==> config.mk <==
export PLATFORM = sky130hd
export DESIGN_NAME = frame_reader
export DESIGN_NICKNAME = d
export VERILOG_FILES = /design/src/rtl/frame_pkg.sv /design/src/rtl/pix_fifo.sv /design/src/rtl/frame_reader.sv
export SDC_FILE = /design/constraint.sdc
export NUM_CORES = 1
export LEC_CHECK = 0
export ABC_AREA = 1
export BUFFER_PORTS_ARGS = -buffer_cell sky130_fd_sc_hd__buf_2
export CAP_MARGIN = 10
export CORE_UTILIZATION = 59
export CTS_CLUSTER_DIAMETER = 150
export DETAILED_ROUTE_END_ITERATION = 6
export GPL_TIMING_DRIVEN = 1
export PLACE_DENSITY = 0.8
export RECOVER_POWER = 50
export SLEW_MARGIN = 5
export SYNTH_ARGS = -nofsm -noshare
export SYNTH_HDL_FRONTEND = slang
export SYNTH_SLANG_ARGS = --single-unit
==> constraint.sdc <==
create_clock -name Clk -period 1.9 [get_ports Clk]
set_input_delay 0.285 -clock Clk [delete_from_list [all_inputs] [get_ports Clk]]
set_output_delay 0.285 -clock Clk [all_outputs]
set_load 0.01 [all_outputs]
==> src/rtl/frame_pkg.sv <==
// Shared types and constants for the frame reader block.
package frame_pkg;

   localparam int ADDR_W          = 20;
   localparam int NUM_PIX_DEFAULT = 307200;

   typedef enum logic [1:0] {
      IDLE,
      READING,
      DRAINING
   } fr_state_t;

endpackage

==> src/rtl/pix_fifo.sv <==
// Synchronous output buffer with occupancy count; the head entry is presented combinationally.
module pix_fifo #(
   parameter int DATA_W = 16,
   parameter int DEPTH  = 4
) (
   input  logic                     Clk,
   input  logic                     Reset,
   input  logic                     wr_en,
   input  logic [DATA_W-1:0]        wr_data,
   input  logic                     rd_en,
   output logic [DATA_W-1:0]        rd_data,
   output logic                     valid,
   output logic [$clog2(DEPTH):0]   count
);

   localparam int PTR_W = $clog2(DEPTH);
   localparam int CNT_W = PTR_W + 1;

   logic [DATA_W-1:0] mem [DEPTH];
   logic [PTR_W-1:0]  wr_ptr;
   logic [PTR_W-1:0]  rd_ptr;

   always_ff @(posedge Clk) begin
      if (wr_en) begin
         mem[wr_ptr] <= wr_data;
      end
   end

   // Pointers wrap naturally because DEPTH is a power of two.
   always_ff @(posedge Clk or posedge Reset) begin
      if (Reset) begin
         wr_ptr <= '0;
         rd_ptr <= '0;
         count  <= '0;
      end else begin
         if (wr_en) begin
            wr_ptr <= wr_ptr + PTR_W'(1);
         end
         if (rd_en) begin
            rd_ptr <= rd_ptr + PTR_W'(1);
         end
         case ({wr_en, rd_en})
            2'b10:   count <= count + CNT_W'(1);
            2'b01:   count <= count - CNT_W'(1);
            default: count <= count;
         endcase
      end
   end

   // Data is forced to zero while empty so the consumer never sees stale contents.
   assign valid   = (count != '0);
   assign rd_data = valid ? mem[rd_ptr] : '0;

endmodule

==> src/rtl/frame_reader.sv <==
// Streams one frame of pixels from a fixed-latency RAM into a ready/valid consumer.
// Optional FRAME_READER_LAST_EN adds a pix_last end-of-frame marker.
module frame_reader
   import frame_pkg::*;
#(
   parameter int DATA_W       = 16,
   parameter int NUM_PIX      = NUM_PIX_DEFAULT,
   parameter int READ_LATENCY = 2,
   parameter int FIFO_DEPTH   = 4
) (
   input  logic              Clk,
   input  logic              Reset,
   input  logic              beginRead,
   output logic [ADDR_W-1:0] ram_addr,
   output logic              ram_read,
   input  logic [DATA_W-1:0] ram_data,
   output logic [DATA_W-1:0] pix_data,
   output logic              pix_valid,
   input  logic              pix_ready,
   output logic              complete,
   output logic              busy
`ifdef FRAME_READER_LAST_EN
   ,output logic             pix_last
`endif
);

   localparam int                CNT_W     = $clog2(FIFO_DEPTH) + 1;
   localparam logic [ADDR_W-1:0] LAST_ADDR = ADDR_W'(NUM_PIX - 1);

   fr_state_t               state_q;
   fr_state_t               state_d;
   logic                    begin_d;
   logic                    start_edge;
   logic [ADDR_W-1:0]       addr_q;
   logic [ADDR_W-1:0]       xfer_q;
   logic [READ_LATENCY-1:0] lat_pipe;
   logic [CNT_W-1:0]        in_flight;
   logic [CNT_W-1:0]        fifo_count;
   logic                    issue_ok;
   logic                    transfer;

   assign start_edge = beginRead & ~begin_d;
   assign transfer   = pix_valid & pix_ready;
   assign complete   = (state_q == IDLE);
   assign busy       = ~complete;
   assign ram_addr   = addr_q;

   // Credits: every slot is either occupied or reserved by a read still in the RAM pipe.
   always_comb begin
      in_flight = '0;
      for (int i = 0; i < READ_LATENCY; i++) begin
         in_flight = in_flight + CNT_W'(lat_pipe[i]);
      end
      issue_ok = ({1'b0, fifo_count} + {1'b0, in_flight}) < (CNT_W + 1)'(FIFO_DEPTH);
   end

   always_comb begin
      state_d  = state_q;
      ram_read = 1'b0;
      case (state_q)
         IDLE: begin
            if (start_edge) begin
               state_d = READING;
            end
         end
         READING: begin
            if (issue_ok) begin
               ram_read = 1'b1;
               if (addr_q == LAST_ADDR) begin
                  state_d = DRAINING;
               end
            end
         end
         DRAINING: begin
            if (transfer && (xfer_q == LAST_ADDR)) begin
               state_d = IDLE;
            end
         end
         default: state_d = IDLE;
      endcase
   end

   always_ff @(posedge Clk or posedge Reset) begin
      if (Reset) begin
         state_q <= IDLE;
      end else begin
         state_q <= state_d;
      end
   end

   // Clearing lat_pipe on reset is what discards reads already launched into the RAM.
   always_ff @(posedge Clk or posedge Reset) begin
      if (Reset) begin
         begin_d  <= 1'b0;
         addr_q   <= '0;
         xfer_q   <= '0;
         lat_pipe <= '0;
      end else begin
         begin_d  <= beginRead;
         lat_pipe <= (lat_pipe << 1) | READ_LATENCY'(ram_read);
         if ((state_q == IDLE) && start_edge) begin
            addr_q <= '0;
            xfer_q <= '0;
         end else begin
            if (ram_read && (addr_q != LAST_ADDR)) begin
               addr_q <= addr_q + ADDR_W'(1);
            end
            if (transfer && (xfer_q != LAST_ADDR)) begin
               xfer_q <= xfer_q + ADDR_W'(1);
            end
         end
      end
   end

   pix_fifo #(
      .DATA_W (DATA_W),
      .DEPTH  (FIFO_DEPTH)
   ) u_fifo (
      .Clk     (Clk),
      .Reset   (Reset),
      .wr_en   (lat_pipe[READ_LATENCY-1]),
      .wr_data (ram_data),
      .rd_en   (transfer),
      .rd_data (pix_data),
      .valid   (pix_valid),
      .count   (fifo_count)
   );

`ifdef FRAME_READER_LAST_EN
   assign pix_last = pix_valid && (state_q == DRAINING) && (xfer_q == LAST_ADDR);
`endif

endmodule

After elaboration in Yosys (flattened, before gate mapping)
Memory sizes are Yosys's and may differ from the RTL's.
Index checks and enable logic that the tools add are counted.
W data, S select, Z words.

storage, ports and cells
  register bits = 52
  RAM bits = 64
  bits of input ports = 20
  word-level logic and storage cells = 60
  memories kept = 1

memory list
  name        depth  width  rd ports  clocked after Yosys merged registers in  write ports  line            RTL
  u_fifo.mem  4      16     1         0                                        1            pix_fifo.sv:19  logic [DATA_W-1:0] mem [DEPTH];

operators by class
  add/sub/neg operators = 8
  magnitude comparators = 1
  equal/unequal tests = 12
  mux-type cells = 15
  bitwise gates (word level) = 5
  reduce and logical (&&, ||, !) cells = 10

operator list
  kind                     number
  $mux W20                 4
  $add A20 B1 Y20 const B  2
  $eq A20 B19 Y1 const B   2
  $ne A20 B19 Y1 const B   2
  $mux W16                 1
  $mux W2                  4
  $ne A2 B2 Y1 const B     3
  $pmux W2 S3              1
  $pmux W3 S2              1
  $reduce_bool A2 Y1       3
  $add A2 B1 Y2 const B    2
  $add A3 B2 Y4            1
  $eq A2 B1 Y1 const B     2
  $eq A2 B2 Y1 const B     2
  $logic_and A1 B1 Y1      4
  $lt A4 B3 Y1 const B     1
  $mux W1                  4
  $reduce_and A4 Y1        1
  $add A3 B1 Y3 const B    1
  $reduce_bool A3 Y1       1
  $sub A3 B1 Y3 const B    1
  $add A1 B1 Y2            1
  $and A1 B1 Y1            2
  $logic_not A2 Y1         1
  other kinds (3)          4

Logic depth before layout (Yosys ltp)
Gate-level depths: netlist (run 1).

  depth in word-level cells = 8
  mapped depth = 12
  depth with buffers taken out = 11

Modules after synthesis
From an unflattened synthesis (run 1), not the netlist that was laid out.

unflattened totals
  cells, all modules = 724
  area total of the unflattened synthesis = 6108.4 um2

by module, submodules not included
  module        times used  cells an instance  area each (um2)  seq. area each (um2)
  pix_fifo      1           302                3199.3           2097.0
  frame_reader  1           422                2909.0           1126.1

Worst setup path after synthesis (run 1)
No wires, ideal clock.

  path kind = flip-flop to flip-flop
  from = register u_fifo.count[0]
  to = register u_fifo.count[1]
  setup time = 0.083 ns
  data arrival time = 1.638 ns
  required time = 1.817 ns
  setup slack = 0.179 ns
  cell stages (with the launch flop) = 7
  path buffers = 0
  cells stage by stage = dfrtp_1 -> nor3_4 -> nor2_4 -> ha_1 -> inv_1 -> fa_1 -> o21ai_0

between the ends
  word-level cells in the longest chain between the ends = 4
  elaborated cells on any way between the ends = 8
  classes of those cells = add/sub: 2; eq/ne: 2; mux: 1; bitwise: 1; reduce/logical: 2

RTL lines
  element                                            line                RTL
  start, declared                                    pix_fifo.sv:13      output logic [$clog2(DEPTH):0] count
  start signal, assigned                             pix_fifo.sv:43      2'b10: count <= count + CNT_W'(1);
  start signal, assigned                             pix_fifo.sv:44      2'b01: count <= count - CNT_W'(1);
  start signal, assigned                             pix_fifo.sv:45      default: count <= count;
  $reduce_bool A3 Y1 (*)                             pix_fifo.sv:51      assign valid = (count != '0);
  $and A1 B1 Y1 (*)                                  frame_reader.sv:43  assign transfer = pix_valid & pix_ready;
  via transfer                                       frame_reader.sv:40  logic transfer;
  $eq A2 B1 Y1 or $eq A2 B2 Y1 (tied branches)       pix_fifo.sv:42      case ({wr_en, rd_en})
  $pmux W3 S2 or $reduce_bool A2 Y1 (tied branches)  n/a

The timed path passes the listed nets; every way through them passes the cells marked *.
A chain may end at the register's enable or synchronous reset.

Final worst setup path (run 1)
  from = register u_fifo.rd_ptr[0]
  to = output port pix_data[4]

between the ends
  word-level cells in the longest chain between the ends = 2

RTL lines
  element                 line                RTL
  start, declared         pix_fifo.sv:21      logic [PTR_W-1:0] rd_ptr;
  start signal, assigned  pix_fifo.sv:40      rd_ptr <= rd_ptr + PTR_W'(1);
  $mem_v2 Z4 W16          n/a
  $mux W16                pix_fifo.sv:52      assign rd_data = valid ? mem[rd_ptr] : '0;
  end, declared           frame_reader.sv:17  output logic [DATA_W-1:0] pix_data,

No other way between the ends.

==> flow_metrics.py, run 1 <==
metrics = {
    "outcome": {
        "status": "finished, violations left",
        "violations": "negative setup slack",
    },
    "worst_setup_path": {
        "crit_start": "u_fifo.rd_ptr[0]",
        "r2r-start": "u_fifo.count[0]",
        "critPathKind": "flip-flop to primary output",
        "r2r_end": "u_fifo.count[2]",
        "crit_path_end_kind": "primary output",
        "cp_max_fo": 8,
        "critPathCapture": "pix_data[4]",
        "worstRegToRegCells": 9,
        "required_ns": 1.62,
        "r2r_setup_slack_ns": 0.01,
        "worstPathArrival_ns": 1.90,
        "cp-start-kind": "flip-flop",
    },
    "worst_hold_path": {
        "hold_path_depth": 6,
        "hold_class": "primary input to flip-flop",
    },
    "clocking": {
        "numCtsBuffers": 17,
        "root_buffer": "clkbuf_8",
        "cts_max_path_buffers": 2,
        "cts_tree": "built",
        "clock_latency_ns": 0.52,
        "clk_pin_slew_ns": 0.05,
        "cts-htree-levels": 4,
        "cts.sinks": 116,
    },
    "finish": {
        "regArea_mm2": 0.00323,
        "final_cells": 922,
        "area_growth_pct": 25.5,
        "fin_nets": 809,
        "multi_input_area_mm2": 0.00240,
        "fill_cells": 610,
        "postLayoutCoreUtil": 0.779,
        "final_layout_size_suffix_gt1_frac": 0.189,
        "antennaDiodeCount": 0,
    },
    "floorplan": {
        "core_mm2": 0.00942,
        "die_h_um": 101,
        "dieArea_mm2": 0.0103,
        "die_w_um": 101,
        "io_pins": 60,
        "rows": 35,
        "start_util": 0.620,
    },
    "pwr": {
        "power.density_mw_per_mm2": 1410,
        "power.leakage_nw": 3.22,
        "vdd_drop_max_mv": 0.715,
    },
    "synth": {
        "ys_ff_latch": 116,
        "netlist_area_mm2": 0.00584,
        "synth_top_area_share": 0.329,
        "postSynthAreaPerCell_um2": 8.69,
        "synth-warning-count": 0,
        "seq_area_frac_synth": 0.552,
        "synth_edf_count": 64,
        "syn-instance-count": 672,
        "synth.distinct_cells": 34,
        "yosys-top-cells-area": "edfxtp_1 (33%), dfrtp_1 (22%), nand2_1 (12%), nor2_1 (8.7%), xor2_1 (3.7%)",
        "synth_ff_type": "edfxtp_1",
        "synth_largest_area_cell": "edfxtp_1",
        "synth_nets": 701,
        "synth-async-reset-ratio": 0.448,
    },
    "sta": {
        "fin_crit_sh": 1.15,
        "fin_crit_ns": 2.18,
        "rsz0062_at_grt": "true",
        "clock.fmax_ghz": 0.458,
        "finalSetupTns_ns": -3.38,
        "slew_viol_final": 0,
        "finalWorstSetupSlack_ns": -0.281,
        "whs_ns": 0.336,
        "worst_slew_pin_slew_ns": 0.908,
        "setup_violations": 17,
        "finalHoldViolations": 0,
        "skew_ns": 0.00815,
        "slew_headroom": 0.394,
    },
    "placed_design": {
        "dp_cells": 857,
        "port_buffers": 59,
        "place_congestion": 0.931,
        "dp_hpwl_um": 8450,
        "preCtsSetupSlack_ns": 0.0858,
    },
    "detailed_routing": {
        "via_per_inst": 5.45,
        "drcViolationCount": 0,
        "postRouteAntennaNets": 0,
        "routed_wl_um": 14300,
        "wl_per_cell_um": 15.5,
        "drt_iter0_drc": 297,
        "firstDrtPassIters": 7,
        "num_vias": 5025,
    },
    "global_route": {
        "first_global_vias": 4710,
        "grt_max_degree": 34,
        "grt_pass1_wl_um": 21800,
        "overflow": 0,
        "grt_usage": 0.281,
        "antenna_found_initial": 0,
    },
    "run": {
        "maxCapViolCount": 0,
    },
}
## layout make-up
type / count / share of cell area
flip-flops and latches: 116 / 0.440
multi-input cells: 486 / 0.327
repair buffers: 108 / 0.106
clock buffers: 18 / 0.0570
inverters: 51 / 0.0282
well taps: 129 / 0.0220
clock inverters: 14 / 0.0205
## report_power, final
group	internal [W]	switching, W	leakage [nW]
Sequential	0.00310	0.000442	1.27
Clock	0.00187	0.00118	0.272
Combinational	0.00152	0.00223	1.68
Total	0.00649	0.00385	3.22
## placed cells by master (no fill, tap or decap), drive strengths merged
| master | count |
|---|---|
| clkinv | 6 |
| a21oi | 20 |
| nand2 | 186 |
| edfxtp | 64 |
| dlygate4sd3 | 18 |
| clkinvlp | 4 |
| clkbuf | 36 |
| buf | 72 |
| o21ai | 43 |
| inv | 53 |
| xor2 | 25 |
| fa | 1 |
| or2 | 1 |
| nor3 | 2 |
| nor2 | 146 |
| o21bai | 1 |
| xnor2 | 3 |
| nand4 | 13 |
| dfrtp | 52 |
| bufinv | 2 |
| nand3b | 1 |
| nand3 | 36 |
| ha | 8 |
## Yosys cell counts (2+ instances only)
| cell | instances |
|---|---|
| a21oi_1 | 20 |
| buf_2 | 4 |
| buf_4 | 2 |
| buf_6 | 2 |
| clkbuf_1 | 10 |
| dfrtp_1 | 52 |
| edfxtp_1 | 64 |
| ha_1 | 8 |
| inv_1 | 46 |
| inv_2 | 3 |
| nand2_1 | 182 |
| nand2_2 | 3 |
| nand3_1 | 34 |
| nand3_2 | 2 |
| nand4_1 | 13 |
| nor2_1 | 136 |
| nor2_2 | 4 |
| nor2_4 | 5 |
| o21ai_0 | 41 |
| xnor2_1 | 3 |
| xor2_1 | 25 |
## logic make-up (layout without fill, tap and decap cells)
logic type      count (synthesis)  after routing  share of synthesized area
compound gates                 64             64                     0.0559
buf+inv                        70            191                     0.0503
fa+ha+maj                       9              9                     0.0206
simple gates                  385            385                      0.279
xor+xnor                       28             28                     0.0420
flops                         116            116                      0.552
## sequential cells by signal (all words and copies together) (netlist names)
name	count
u_fifo.mem	64
u_fifo.rd_ptr	2
state_q	2
u_fifo.count	3
u_fifo.wr_ptr	2
xfer_q	20
begin_d	1
lat_pipe	2
ram_addr	20
## what timing repair did
action                                  4_1_cts  5_1_grt
endpoints found under the setup margin       18       35
pin swaps                                    13       24
cloned                                        1        2
gates resized for setup                      20       43
buffers inserted                              6        6
hold endpoints to repair                     87        0
hold buffers                                 18        0
## metal layers
metal | routed length [µm] | global-route usage | vias to the layer above
li1 | - | - | 2397
met1 | 5740 | 0.330 | 2364
met2 | 7340 | 0.495 | 216
met3 | 886 | 0.0718 | 48
met4 | 357 | 0.113 | 0
met5 | 0 | 0 | -
## how the worst min path moves through the flow
| stage | startpoint | endpoint | slack (ns) |
|---|---|---|---|
| 5_1_grt | pix_ready | u_fifo.rd_ptr[0] | 0.39 |
| 3_5_place_dp | Reset | xfer_q[19] | 0.36 |
| 6_report | pix_ready | u_fifo.rd_ptr[0] | 0.34 |
| 2_1_floorplan | beginRead | begin_d | 0.32 |
| 4_1_cts | pix_ready | u_fifo.rd_ptr[0] | 0.35 |
| 3_3_place_gp | Reset | xfer_q[19] | 0.35 |
## metrics by stage
| step | cell area [µm²] | total power [W] |
|---|---|---|
| finish | 7330 | 0.0103 |
| global route | 7330 | 0.0109 |
| CTS | 7200 | 0.00992 |
| detailed placement | 6330 | 0.00653 |
| global placement | 6330 | 0.00636 |
| floorplan | 5840 | 0.00553 |
## critical path, cell delays in order (launching register included)
cell and delay [ns]:
dfrtp_2 0.52, buf_12 0.18, nor2_2 0.04, nor2_1 0.16, o21ai_1 0.13, a21oi_1 0.20
buf_2 0.16
(Power assumes the default switching activity.)
==> run 2, diff against run 1 <==
--- a/config.mk
+++ b/config.mk
@@ -8,11 +8,12 @@
 export ABC_AREA = 1
 export BUFFER_PORTS_ARGS = -buffer_cell sky130_fd_sc_hd__buf_2
 export CAP_MARGIN = 10
-export CORE_UTILIZATION = 59
+export CORE_MARGIN = 3
+export CORE_UTILIZATION = 60
 export CTS_CLUSTER_DIAMETER = 150
 export DETAILED_ROUTE_END_ITERATION = 6
 export GPL_TIMING_DRIVEN = 1
-export PLACE_DENSITY = 0.8
+export PLACE_DENSITY = 0.81
 export RECOVER_POWER = 50
 export SLEW_MARGIN = 5
 export SYNTH_ARGS = -nofsm -noshare
==> constraint.sdc (replaced) <==
create_clock -name Clk -period 2.8 [get_ports Clk]
set_input_delay 0.42 -clock Clk [delete_from_list [all_inputs] [get_ports Clk]]
set_output_delay 0.42 -clock Clk [all_outputs]
set_load 0.02 [all_outputs]
==> flow_metrics.py, run 2 (synthesis gave the netlist of run 1 again) <==
metrics = {
    "worst_setup_path": {
        "r2r-start": "xfer_q[0]",
        "required_ns": 2.38,
        "r2r_end": "xfer_q[13]",
        "cp_max_fo": 23,
        "worstPathArrival_ns": 2.09,
        "crit_start": "u_fifo.rd_ptr[0]",
        "crit_path_end_kind": "primary output",
        "r2r_setup_slack_ns": 0.79,
        "cp-start-kind": "flip-flop",
        "critPathKind": "flip-flop to primary output",
        "worstRegToRegCells": 8,
    },
    "finish": {
        "fill_cells": 700,
        "final_common_cell": "nand2_1",
        "postLayoutCoreUtil": 0.727,
        "layout_common_cells": "nand2_1 (182), nor2_1 (137), edfxtp_1 (64)",
        "top_register": "u_fifo.mem",
        "area_growth_pct": 16.7,
        "fin_nets": 768,
        "largest_reg_flops": 64,
        "final_layout_size_suffix_gt1_frac": 0.118,
        "antennaDiodeCount": 0,
    },
    "placed_design": {
        "preCtsSetupSlack_ns": 0.862,
        "port_buffers": 59,
        "place_congestion": 0.936,
        "dp_hpwl_um": 8310,
    },
    "sta": {
        "fin_crit_sh": 0.897,
        "rsz0062_at_grt": "false",
        "finalHoldViolations": 0,
        "clock.fmax_ghz": 0.398,
        "finalWorstSetupSlack_ns": 0.287,
        "slew_viol_final": 0,
        "finalSetupTns_ns": 0,
        "slew_headroom": 0.373,
        "fin_crit_ns": 2.51,
        "worst_slew_pin_slew_ns": 0.940,
        "setup_violations": 0,
        "whs_ns": 0.0660,
        "skew_ns": 0.00823,
    },
    "detailed_routing": {
        "drt_iter0_drc": 333,
        "via_per_inst": 5.39,
        "drcViolationCount": 0,
        "wl_per_cell_um": 14.7,
        "num_vias": 4750,
        "firstDrtPassIters": 5,
        "routed_wl_um": 12900,
        "postRouteAntennaNets": 0,
    },
    "pwr": {
        "power.leakage_nw": 2.96,
        "p_int_w": 0.00423,
        "netSwitchingFraction": 0.376,
        "p_sw_w": 0.00255,
        "power.density_mw_per_mm2": 995,
        "seq_power_share": 0.352,
        "vdd_drop_max_mv": 0.552,
        "combPwrFrac": 0.317,
        "clkPwrFrac": 0.331,
    },
    "global_route": {
        "overflow": 0,
        "grt_usage": 0.248,
        "antenna_found_initial": 0,
        "grt_max_degree": 34,
        "first_global_vias": 4710,
        "grt_pass1_wl_um": 22000,
    },
    "clocking": {
        "clk_pin_slew_ns": 0.06,
        "cts_tree": "built",
        "cts-htree-levels": 4,
        "root_buffer": "clkbuf_8",
        "cts.sinks": 116,
        "numCtsBuffers": 17,
        "cts_max_path_buffers": 2,
        "cts-resized-gates": 0,
        "clock_latency_ns": 0.52,
    },
    "worst_hold_path": {
        "holdCritStartpoint": "beginRead",
        "hold_class": "primary input to flip-flop",
        "hold_path_end": "begin_d",
        "hold_path_depth": 1,
    },
    "floorplan": {
        "dieArea_mm2": 0.0110,
        "die_w_um": 105,
        "core_mm2": 0.00937,
        "die_h_um": 105,
        "rows": 35,
        "io_pins": 60,
        "start_util": 0.623,
    },
    "outcome": {
        "status": "finished, final reports clean",
    },
    "run": {
        "maxCapViolCount": 0,
    },
}
## run 2: cell type report
type                            count  area, µm²  area share
Timing Repair Buffer               67        314      0.0461
Clock inverter                     15        203      0.0297
Clock buffer                       17        414      0.0608
Tap cell                          129        161      0.0237
Inverter                           51        195      0.0286
Sequential cell                   116       3220       0.473
Multi-Input combinational cell    486       2300       0.338
## run 2: critical path: stages (launching register included)
cell and delay [ns]:
dfrtp_1 0.57, buf_4 0.33, nor2_1 0.08, nor2_1 0.12, o21ai_0 0.10, a21oi_1 0.18
buf_2 0.19
## run 2: worst max path at each step
stage                              end  slack, ns  cells past startpoint
after CTS                  pix_data[8]       0.29                      6
final                     pix_data[12]       0.29                      6
after global placement     pix_data[8]       0.92                      6
after global routing      pix_data[11]       0.11                      6
after floorplan           pix_data[10]       0.98                      6
after detailed placement   pix_data[1]       0.86                      6
## run 2: metal layers
metal  routed length [µm]  global-route usage
met1                 5610               0.322
met3                  670              0.0513
met4                  226              0.0900
met5                    0                   0
met2                 6410               0.415
## run 2: metrics by stage
step                      instances  total power (W)  instance area [µm²]
final                           881          0.00678                 6820
after global routing            881          0.00720                 6820
after CTS                       881          0.00686                 6880
after detailed placement        848          0.00459                 6250
after global placement          848          0.00449                 6250
after floorplan                 672          0.00395                 5840
## run 2: power groups by stage
stage          combinational [W]  sequential [W]  clock (W)
2_1_floorplan            0.00157         0.00238          0
3_5_place_dp             0.00217         0.00241          0
5_1_grt                  0.00242         0.00243    0.00235
4_1_cts                  0.00219         0.00239    0.00227
3_3_place_gp             0.00209         0.00240          0
6_report                 0.00215         0.00238    0.00224
## run 2: timing repair
item                      CTS  global route
hold endpoints to repair   17             0
setup buffers               0             0
hold buffers                1             0
==> run 3, diff against run 2 <==
--- a/config.mk
+++ b/config.mk
@@ -13,7 +13,7 @@
 export CTS_CLUSTER_DIAMETER = 150
 export DETAILED_ROUTE_END_ITERATION = 6
 export GPL_TIMING_DRIVEN = 1
-export PLACE_DENSITY = 0.81
+export PLACE_DENSITY = 0.89
 export RECOVER_POWER = 50
 export SLEW_MARGIN = 5
 export SYNTH_ARGS = -nofsm -noshare
==> flow_metrics.py, run 3 (synthesis gave the netlist of run 1 again) <==
metrics = {
    "sta": {
        "finalWorstSetupSlack_ns": 0.108,
        "finalSetupTns_ns": 0,
        "fin_crit_sh": 0.962,
        "skew_ns": 0.00809,
        "slew_headroom": 0.359,
        "clock.fmax_ghz": 0.371,
        "setup_violations": 0,
        "worst_slew_pin_slew_ns": 0.960,
        "finalHoldViolations": 0,
        "slew_viol_final": 0,
        "fin_crit_ns": 2.69,
        "rsz0062_at_grt": "false",
    },
    "floorplan": {
        "core_mm2": 0.00937,
        "start_util": 0.623,
        "die_h_um": 105,
        "dieArea_mm2": 0.0110,
        "rows": 35,
        "die_w_um": 105,
        "io_pins": 60,
    },
    "clocking": {
        "cts.sinks": 116,
        "clk_pin_slew_ns": 0.06,
        "cts_max_path_buffers": 2,
        "numCtsBuffers": 17,
        "clock_latency_ns": 0.53,
        "cts_tree": "built",
        "cts-htree-levels": 4,
        "root_buffer": "clkbuf_8",
    },
    "placed_design": {
        "dp_hpwl_um": 8680,
        "port_buffers": 59,
        "preCtsSetupSlack_ns": 0.510,
        "place_congestion": 0.958,
    },
    "detailed_routing": {
        "drcViolationCount": 0,
        "via_per_inst": 5.58,
        "postRouteAntennaNets": 0,
        "num_vias": 4922,
        "wl_per_cell_um": 15.7,
        "drt_iter0_drc": 461,
        "routed_wl_um": 13800,
        "firstDrtPassIters": 5,
    },
    "finish": {
        "final_common_cell": "nand2_1",
        "final_layout_size_suffix_gt1_frac": 0.130,
        "multi_input_area_mm2": 0.00230,
        "fill_cells": 688,
        "postLayoutCoreUtil": 0.723,
        "fin_nets": 769,
        "antennaDiodeCount": 0,
        "area_growth_pct": 16.1,
        "largest_reg_flops": 64,
        "layout_common_cells": "nand2_1 (182), nor2_1 (137), edfxtp_1 (64)",
        "regArea_mm2": 0.00322,
        "top_register": "u_fifo.mem",
    },
    "global_route": {
        "grt_pass1_wl_um": 23200,
        "grt_max_degree": 34,
        "first_global_vias": 4903,
        "overflow": 0,
        "antenna_found_initial": 0,
        "grt_usage": 0.265,
    },
    "worst_hold_path": {
        "hold_class": "primary input to flip-flop",
    },
    "worst_setup_path": {
        "cp-start-kind": "flip-flop",
        "cp_max_fo": 19,
        "crit_path_end_kind": "primary output",
        "required_ns": 2.38,
        "critPathKind": "flip-flop to primary output",
        "worstPathArrival_ns": 2.27,
    },
    "pwr": {
        "netSwitchingFraction": 0.398,
        "p_sw_w": 0.00265,
        "p_int_w": 0.00400,
        "power.density_mw_per_mm2": 982,
        "combPwrFrac": 0.328,
        "vdd_drop_max_mv": 0.577,
        "clkPwrFrac": 0.306,
        "seq_power_share": 0.366,
        "power.leakage_nw": 2.96,
    },
    "outcome": {
        "status": "finished, final reports clean",
    },
    "run": {
        "maxCapViolCount": 0,
    },
}
## run 3: changes by cell type in the layout (fill, tap and decap cells not counted), sizes merged
cell,change
buf,+6
bufinv,-3
clkbuf,-5
clkinv,+1
inv,+2
## run 3: final timing paths
| kind | end | startpoint | depth (start not counted) | slack, ns |
|---|---|---|---|---|
| worst max register to register | u_fifo.count[1] | u_fifo.count[0] | 6 | 0.79 |
| worst max-delay path | pix_data[12] | u_fifo.rd_ptr[0] | 6 | 0.11 |
| worst min-delay path | begin_d | beginRead | 1 | 0.05 |
| max in group asynchronous | u_fifo.rd_ptr[1] | Reset | 4 | 0.84 |
| worst min register to register | lat_pipe[1] | lat_pipe[0] | 0 | 0.39 |
| min in group asynchronous | xfer_q[17] | Reset | 3 | 0.66 |
## run 3: power by group through the flow
stage / sequential [W] / combinational (W) / clock, W
2_1_floorplan: 0.00238 / 0.00157 / 0
3_3_place_gp: 0.00244 / 0.00201 / 0
3_5_place_dp: 0.00246 / 0.00212 / 0
4_1_cts: 0.00244 / 0.00221 / 0.00204
5_1_grt: 0.00247 / 0.00241 / 0.00214
6_report: 0.00244 / 0.00218 / 0.00203
## run 3: per-stage QoR
step / std cells / hold slack (ns) / area, µm² / total power, W
2_1_floorplan: 672 / 0.360 / 5840 / 0.00395
3_3_place_gp: 846 / 0.366 / 6240 / 0.00446
3_5_place_dp: 846 / 0.376 / 6240 / 0.00458
4_1_cts: 882 / 0.0293 / 6830 / 0.00669
5_1_grt: 882 / 0.0536 / 6780 / 0.00703
6_report: 882 / 0.0502 / 6780 / 0.00666
## run 3: area by class of cell
| class | count | share of cell area |
|---|---|---|
| clock buffer | 17 | 0.0611 |
| clock inverter | 15 | 0.0214 |
| inverter | 51 | 0.0293 |
| multi-input combinational | 486 | 0.340 |
| sequential | 116 | 0.476 |
| tap | 129 | 0.0238 |
| timing repair buffer | 68 | 0.0489 |
## run 3: metal layers
metal | GRT usage | share of wire | vias up
li1 | - | - | 2319
met3 | 0.0655 | 0.075 | 52
met1 | 0.324 | 0.40 | 2313
met4 | 0.112 | 0.029 | 0
met2 | 0.448 | 0.50 | 238
met5 | 0 | 0 | -
## run 3: what timing repair did
item | 4_1_cts | 5_1_grt
hold endpoints to repair | 24 | 0
gates resized for setup | 2 | 0
hold buffers | 1 | 0
setup endpoints to repair | 5 | 0
setup buffers | 3 | 0
## run 3: critical path, cell delays in order (launching register included)
cell     delay (ns)
dfrtp_1        0.66
buf_4          0.33
nor2_1         0.07
nor2_1         0.11
o21ai_0        0.15
a21oi_1        0.23
buf_2          0.19
